`src/rtl/pcpu_run_ctrl.sv`:
```
// Run/step/breakpoint sequencer for the 5-stage pipelined CPU.
// Drives the CPU enable/start pair and keeps cycle/status counters for the debug display.
module pcpu_run_ctrl #(
  parameter int unsigned CNT_W   = 16,
  parameter int unsigned ADDR_W  = 8,
  parameter logic [4:0]  HALT_OP = 5'b00001
) (
  input  logic              clock,
  input  logic              reset,
  input  logic              run_req,
  input  logic              step_req,
  input  logic              stop_req,
  input  logic [7:0]        step_n,
  input  logic              bp_en,
  input  logic [ADDR_W-1:0] bp_addr,
  input  logic [ADDR_W-1:0] i_addr,
  input  logic [4:0]        wb_op,
  output logic              enable,
  output logic              start,
  output logic              busy,
  output logic [1:0]        state_o,
  output logic [1:0]        stop_cause,
  output logic [CNT_W-1:0]  cyc_cnt
);

  localparam int unsigned STEP_W  = 8;
  localparam int unsigned CAUSE_W = 2;

  typedef enum logic [1:0] {
    S_IDLE   = 2'b00,
    S_ARM    = 2'b01,
    S_EXEC   = 2'b10,
    S_HALTED = 2'b11
  } state_t;

  typedef enum logic {
    M_RUN  = 1'b0,
    M_STEP = 1'b1
  } mode_t;

  localparam logic [CAUSE_W-1:0] CAUSE_NONE = 2'd0;
  localparam logic [CAUSE_W-1:0] CAUSE_STEP = 2'd1;
  localparam logic [CAUSE_W-1:0] CAUSE_BP   = 2'd2;
  localparam logic [CAUSE_W-1:0] CAUSE_STOP = 2'd3;

  state_t              state_q, state_d;
  mode_t               mode_q, mode_d;
  logic [STEP_W-1:0]   remain_q, remain_d;
  logic [CAUSE_W-1:0]  cause_q, cause_d;
  logic [CNT_W-1:0]    cnt_q, cnt_d;

  logic bp_hit;
  logic last_step;
  logic wb_halt;

  assign bp_hit    = bp_en && (i_addr == bp_addr);
  assign last_step = (mode_q == M_STEP) && (remain_q == STEP_W'(1));
  assign wb_halt   = (wb_op == HALT_OP);

  // State and datapath registers
  always_ff @(posedge clock or negedge reset) begin
    if (!reset) begin
      state_q  <= S_IDLE;
      mode_q   <= M_RUN;
      remain_q <= '0;
      cause_q  <= CAUSE_NONE;
      cnt_q    <= '0;
    end else begin
      state_q  <= state_d;
      mode_q   <= mode_d;
      remain_q <= remain_d;
      cause_q  <= cause_d;
      cnt_q    <= cnt_d;
    end
  end

  // Next state, datapath updates and CPU handshake
  always_comb begin
    state_d  = state_q;
    mode_d   = mode_q;
    remain_d = remain_q;
    cause_d  = cause_q;
    cnt_d    = cnt_q;
    enable   = 1'b0;
    start    = 1'b0;

    case (state_q)
      S_IDLE: begin
        if (run_req) begin
          mode_d  = M_RUN;
          cause_d = CAUSE_NONE;
          state_d = S_ARM;
        end else if (step_req) begin
          mode_d   = M_STEP;
          remain_d = (step_n == '0) ? STEP_W'(1) : step_n;
          cause_d  = CAUSE_NONE;
          state_d  = S_ARM;
        end
      end

      S_ARM: begin
        enable  = 1'b1;
        start   = 1'b1;
        state_d = S_EXEC;
      end

      S_EXEC: begin
        // Dropping enable still lets the CPU advance on this edge, then it leaves exec
        enable = !(stop_req || bp_hit || last_step);
        cnt_d  = cnt_q + CNT_W'(1);
        if (mode_q == M_STEP) begin
          remain_d = remain_q - STEP_W'(1);
        end
        if (wb_halt) begin
          state_d = S_HALTED;
        end else if (stop_req) begin
          state_d = S_IDLE;
          cause_d = CAUSE_STOP;
        end else if (bp_hit) begin
          state_d = S_IDLE;
          cause_d = CAUSE_BP;
        end else if (last_step) begin
          state_d = S_IDLE;
          cause_d = CAUSE_STEP;
        end
      end

      S_HALTED: begin
        state_d = S_HALTED;
      end

      default: begin
        state_d = S_IDLE;
      end
    endcase
  end

  assign busy       = (state_q == S_ARM) || (state_q == S_EXEC);
  assign state_o    = state_q;
  assign stop_cause = cause_q;
  assign cyc_cnt    = cnt_q;

endmodule

```
`config.mk`:
```
export PLATFORM = sky130hd
export DESIGN_NAME = pcpu_run_ctrl
export DESIGN_NICKNAME = d
export VERILOG_FILES = /design/src/rtl/pcpu_run_ctrl.sv
export SDC_FILE = /design/constraint.sdc
export NUM_CORES = 1
export LEC_CHECK = 0
export ABC_AREA = 1
export BUFFER_PORTS_ARGS = -buffer_cell sky130_fd_sc_hd__buf_2
export CAP_MARGIN = 25
export CORE_UTILIZATION = 42
export CTS_CLUSTER_SIZE = 10
export DETAILED_ROUTE_END_ITERATION = 10
export PLACE_DENSITY = 0.68
export RECOVER_POWER = 25
export SLEW_MARGIN = 15
export SYNTH_ARGS = -nofsm -noshare
export SYNTH_HDL_FRONTEND = slang
export SYNTH_SLANG_ARGS = --single-unit
```
`constraint.sdc`:
```
create_clock -name clock -period 3.9 [get_ports clock]
set_clock_uncertainty 0.05 [all_clocks]
set_input_delay 0.39 -clock clock [delete_from_list [all_inputs] [get_ports clock]]
set_output_delay 0.39 -clock clock [all_outputs]
set_load 0.005 [all_outputs]
```
==> metrics.txt, run 1 <==
run status=complete, but fails checks; violations in the final reports=capacitance limit, slew limit; Final min period=2720 ps; core box area=0.00406 mm²; placement-stage cell area=0.00214 mm²; power density over cell area=303 mW/mm²; Fin Hold WS=324 ps; PnR Total Power=684 µW; Required @ worst endpoint=3460 ps; Synth Area in Simple Gates=27.2%; CTS max path bufs=2; sequential group share of total power=45.2%; largest vdd supply drop=0.000184 V; first-pass detailed-route iteration total=4; sequential area share after synthesis=40.2%; most repeated cell in the gate-level netlist after synthesis=sky130_fd_sc_hd__nand2_1; Sum Neg Setup Slack=0 ps; met2 layer usage reported by global route=29.2%; die span in x=67.5 µm; net switching power=148 µW; synthesized area per cell=7.54 µm²; cell count after synthesis=239; TritonCTS clock tree=yes; Yosys top cell by area=sky130_fd_sc_hd__dfrtp_1; final worst-path cycle share=69.6%; most instantiated cells after synthesis=55 x sky130_fd_sc_hd__nand2_1, 45 x sky130_fd_sc_hd__inv_1, 29 x sky130_fd_sc_hd__dfrtp_1; classification of the worst setup path=reg -> out; dominant cells by area after synthesis=sky130_fd_sc_hd__dfrtp_1 40%, sky130_fd_sc_hd__nand2_1 11%, sky130_fd_sc_hd__inv_1 9.4%; area added between synthesis and finish=25.1%; initial cell density of the core=44.4%; Iteration-0 DRC Markers=89; share of power burned in the clock network=47.3%; Critical Path Fanout Max=15; post-synthesis net count=281; Static Leakage=0.00131 µW; highest-delay cell along the critical path=sky130_fd_sc_hd__dfrtp_1; number of cell rows=23; number of top-level pins=58; Antenna Nets Post-Route=0; share of the synthesized netlist area taken by xor and xnor gates=8.26%; kind of path behind the tightest hold check=in -> reg; switching portion of total power=21.6%; cell area after layout=0.00226 mm²; Slew Limit Headroom=-0.704%; largest stage delay on the critical path=430 ps; highest clock frequency the design can meet=368 MHz; number of buffers and inverters on the critical path=4; Mapped Area=0.00180 mm²; signal arrival time at the worst endpoint=2280 ps; Synth warnings=0; net count of the finished layout=343; largest delay contributor family on the critical path=buffers and inverters; diodes inserted=0; Synth Area in Adders=4.86%; crit start category=flop; multi-input logic area=887 µm²; antenna violations before repair=0; Final GP Congestion=0.834; Total Routed Length=3710 µm; setup repair after global routing missed its margin=no; Port Buffer Count=57; number of library cell types mapped by synthesis=27; routed vias/inst=4.72; DIE AREA=0.00456 mm²; Synth Register Bits=29; H-tree depth=2; share of synthesized registers carrying an async set or reset=100%; worst path cell trace=inv_1, ha_1, buf_4, inv_1, a21oi_1, nand3_1, a21boi_0, buf_2; Main synth FF type=sky130_fd_sc_hd__dfrtp_1; Post-CTS Setup Repair Bufs=0; share of cell area taken by muxes after synthesis=0%; pin count of the biggest net entering global routing=30; number of vias in the routed layout=1661; CTS clock-pin slew for the worst setup and hold paths=60 ps; nature of the critical path endpoint=primary output; clock root cell=sky130_fd_sc_hd__clkbuf_8; GRT met1 Usage=21.8%; compound-gate portion of the synthesized area=8.88%; average wire per standard cell=10.5 µm; crit-path most repeated cell=sky130_fd_sc_hd__inv_1; CTS sink count=29; all-layer global routing usage=18.3%; worst-skew pair later-pin latency=290 ps; clock buffer count from CTS=5; detailed placer's ending HPWL=2920 µm; global-route wire length before repair=6160 µm; proportion of layout cells with a drive suffix above 1=23.5%; number of enable-type register cells in the synthesized netlist=0; portion of total power attributed to combinational logic=7.5%; internal portion of total power=536 µW; actual slew at the worst max-slew pin=1510 ps; GRT Max-Usage Layer=met2; sequential cell area in the final layout=726 µm²; area share of the largest cell type after synthesis=40.2%; Final setup violation count=0; die height=67.5 µm; count of fill cells added during filler insertion=387; number of hold buffers added after CTS=0; count of final hold-check violations=0; post-route DRC violation count=0; largest family of logic cells by synthesized area=simple AND/OR/NAND/NOR gates; Final Max Tran Viols=30; vias in the first global route=1484; met3 global-route usage=5.57%; total of cells resized after clock tree synthesis=0; total grt overflow=0; Max Cap Violations=1
## stage by stage
step	util (%)	setup slack (ps)	cells
2_1_floorplan	-	2160	239
4_1_cts	55.6	1160	352
6_report	55.6	1180	352
3_5_place_dp	52.8	1410	344
3_3_place_gp	52.8	1480	344
5_1_grt	55.6	962	352
## layout by cell type (no fill, tap or decap)
cell type,count
sky130_fd_sc_hd__or2_4,1
sky130_fd_sc_hd__bufinv_16,1
sky130_fd_sc_hd__o22ai_1,2
sky130_fd_sc_hd__nand2_1,55
sky130_fd_sc_hd__nor3_1,7
sky130_fd_sc_hd__buf_2,56
sky130_fd_sc_hd__xnor2_1,8
sky130_fd_sc_hd__nand4_1,5
sky130_fd_sc_hd__dfrtp_1,29
sky130_fd_sc_hd__ha_1,7
sky130_fd_sc_hd__nand3_1,13
sky130_fd_sc_hd__nand3b_1,2
sky130_fd_sc_hd__o21ai_0,15
sky130_fd_sc_hd__o211ai_1,2
sky130_fd_sc_hd__a21boi_0,1
sky130_fd_sc_hd__a31oi_1,2
sky130_fd_sc_hd__o21bai_1,1
sky130_fd_sc_hd__clkbuf_1,2
sky130_fd_sc_hd__nor2_1,19
sky130_fd_sc_hd__nor3b_1,1
sky130_fd_sc_hd__xor2_1,9
sky130_fd_sc_hd__nor3_2,2
sky130_fd_sc_hd__buf_4,1
sky130_fd_sc_hd__clkbuf_8,6
sky130_fd_sc_hd__inv_2,1
sky130_fd_sc_hd__a21oi_1,6
sky130_fd_sc_hd__inv_1,45
sky130_fd_sc_hd__nor2_4,1
sky130_fd_sc_hd__nand4_2,1
sky130_fd_sc_hd__nor2_2,1
## path summary, 6_finish.rpt
| check | startpoint | endpoint | slack (ps) | cells after the start |
|---|---|---|---|---|
| worst max-delay path | state_o[0]$_DFFE_PN0P_ | enable | 1180 | 8 |
| worst min-delay path | step_n[4] | remain_q[4]$_DFFE_PN0P_ | 320 | 3 |
| worst max register to register | state_o[0]$_DFFE_PN0P_ | remain_q[7]$_DFFE_PN0P_ | 1400 | 9 |
| worst min register to register | cyc_cnt[15]$_DFFE_PN0P_ | cyc_cnt[15]$_DFFE_PN0P_ | 420 | 1 |
| max in group asynchronous | reset | state_o[1]$_DFFE_PN0P_ | 2500 | 1 |
| min in group asynchronous | reset | cyc_cnt[9]$_DFFE_PN0P_ | 410 | 1 |
## logic make-up (layout without fill, tap and decap cells)
logic type | after synthesis | after routing
AO/OA/AOI/OAI | 29 | 29
XOR/XNOR | 17 | 17
adder cells (fa/ha/maj) | 7 | 7
buffers and inverters | 49 | 112
flip-flops | 29 | 29
AND/OR/NAND/NOR | 108 | 108
## state kept, by name, indices dropped and copies added (netlist names)
name	cells
cyc_cnt	16
mode_q	1
remain_q	8
state_o	2
stop_cause	2
## power groups by stage
stage	Sequential (µW)	Combinational, µW	Clock (µW)
after floorplan	314	22.7	0
after global placement	314	52.0	0
after detailed placement	314	52.4	0
after CTS	309	52.3	330
after global routing	309	60.0	343
final	309	51.5	323
## per-layer routing
| layer | up-vias | part of all wire [%] |
|---|---|---|
| met4 | 0 | 2.9 |
| met3 | 12 | 5.1 |
| met5 | - | 0 |
| li1 | 867 | - |
| met2 | 45 | 47 |
| met1 | 737 | 45 |
## tightest hold or removal path, stage by stage
cell	delay (ps)
sky130_fd_sc_hd__buf_2	90
sky130_fd_sc_hd__o211ai_1	70
sky130_fd_sc_hd__o21ai_0	70
## layout make-up
cell class | instances | area share [%]
Multi-Input combinational cell | 161 | 39.3
Clock inverter | 1 | 1.33
Sequential cell | 29 | 32.2
Inverter | 46 | 7.65
Clock buffer | 7 | 3.83
Timing Repair Buffer | 58 | 12.9
Tap cell | 50 | 2.77
No activity file was read; power rests on OpenSTA's default activity.
==> run 2: changes to the inputs <==
clock period = 2.55 ns   (was 3.9 ns; I/O delays follow)
==> metrics.txt, run 2 (same netlist as run 1, synthesis figures left out) <==
CTS max path bufs=2; TritonCTS clock tree=yes; first-pass detailed-route iteration total=4; Slew Limit Headroom=-6.17%; clock root cell=sky130_fd_sc_hd__clkbuf_8; utilization after layout=55.2%; commonest cells after routing, fill and taps aside=55 x sky130_fd_sc_hd__nand2_1, 52 x sky130_fd_sc_hd__buf_2, 45 x sky130_fd_sc_hd__inv_1, 29 x sky130_fd_sc_hd__dfrtp_1, 19 x sky130_fd_sc_hd__nor2_1; proportion of layout cells with a drive suffix above 1=22.4%; crit-path most repeated cell=sky130_fd_sc_hd__inv_1; H-tree depth=2; area added between synthesis and finish=24.3%; number of top-level pins=58; number of cell rows=23; Required @ worst endpoint=2250 ps; classification of the worst setup path=reg -> out; GRT met1 Usage=23.5%; average wire per standard cell=11.3 µm; Total Routed Length=4000 µm; Reg2Reg Launch Point=state_o[0]$_DFFE_PN0P_; start point of the critical path=state_o[0]$_DFFE_PN0P_; detailed placer's ending HPWL=3000 µm; Max Cap Violations=1; global-route wire length before repair=6570 µm; register-to-register setup slack=540 ps; most common cell after layout, fill and taps aside=sky130_fd_sc_hd__nand2_1; met2 layer usage reported by global route=33.0%; pin count of the biggest net entering global routing=30; Final GP Congestion=0.867; die span in x=67.5 µm; total grt overflow=0; signal arrival time at the worst endpoint=1960 ps; Final setup violation count=0; Critical Path Fanout Max=11; clock buffer count from CTS=5; nature of the critical path endpoint=primary output; post-route DRC violation count=0; Worst Hold Path Cells=3; highest clock frequency the design can meet=442 MHz; routed vias/inst=4.71; final worst setup slack=288 ps; Port Buffer Count=57; all-layer global routing usage=19.3%; final worst-path cycle share=88.7%; initial cell density of the core=44.4%; Post-CTS Setup Repair Bufs=0; antenna violations before repair=0; worst-skew pair later-pin latency=280 ps; Iteration-0 DRC Markers=46; worst path cell trace=inv_1, ha_2, inv_1, a21oi_1, nand3_1, a21boi_0, buf_2; CTS sink count=29; Fin Hold WS=197 ps; Final min period=2260 ps; largest stage delay on the critical path=450 ps; kind of path behind the tightest hold check=in -> reg; highest-delay cell along the critical path=sky130_fd_sc_hd__dfrtp_1; Final Max Tran Viols=30; crit start category=flop; diodes inserted=0; DIE AREA=0.00456 mm²; setup repair after global routing missed its margin=no; r2r worst-path depth=8; violations in the final reports=capacitance limit, slew limit; Antenna Nets Post-Route=0; max reg flops=16; Static Leakage=0.00128 µW; GRT Max-Usage Layer=met2; vias in the first global route=1564; largest vdd supply drop=0.000224 V; run status=complete, but fails checks; count of final hold-check violations=0; Sum Neg Setup Slack=0 ps; core box area=0.00406 mm²; CTS clock-pin slew for the worst setup and hold paths=60 ps; number of vias in the routed layout=1664; actual slew at the worst max-slew pin=1590 ps; met3 global-route usage=4.39%; worst slack at placement=461 ps; worst min-delay path startpoint=step_n[4]; die height=67.5 µm; power density over cell area=420 mW/mm²; net count of the finished layout=345
==> run 2: path summary, 6_finish.rpt <==
path,end
worst max-delay path,enable
max in group asynchronous,cyc_cnt[8]$_DFFE_PN0P_
worst min register to register,cyc_cnt[15]$_DFFE_PN0P_
min in group asynchronous,cyc_cnt[9]$_DFFE_PN0P_
worst min-delay path,remain_q[4]$_DFFE_PN0P_
worst max register to register,remain_q[0]$_DFFE_PN0P_
==> run 2: stage by stage <==
step	instances	total power, µW	area [µm²]
after floorplan	239	514	1800
after global placement	345	560	2150
after detailed placement	345	562	2150
after CTS	353	956	2240
after global routing	353	979	2240
final	353	942	2240
==> run 2: layout make-up <==
cell class	count	area [µm²]
Inverter	46	173
Clock buffer	7	86.3
Sequential cell	29	726
Tap cell	50	62.6
Fill cell	418	1820
Multi-Input combinational cell	161	890
Timing Repair Buffer	60	304
==> run 2: what timing repair did <==
item,4_1_cts,5_1_grt
hold endpoints to repair,29,0
resized for setup,0,1
setup endpoints to repair,0,1
hold buffers,1,0
==> run 2: where the power goes <==
part / internal [µW] / switching [µW] / total, µW
sequential: 467 / 5.19 / 473
combinational: 35.6 / 45.2 / 80.8
clock: 214 / 175 / 389
==> run 2: routing by layer <==
metal / wire length, µm / vias to the layer above
met3: 158 / 4
li1: - / 870
met1: 1880 / 753
met2: 1940 / 37
met4: 27 / 0
met5: 0 / -
==> run 2: critical path: cells and delay by family, from the launching register on <==
kind / cells / cell delay, ps
DFF: 1 / 450
buffers and inverters: 3 / 430
AOI/OAI and AO/OA: 2 / 370
adders and majority gates: 1 / 300
and+or+nand+nor: 1 / 130
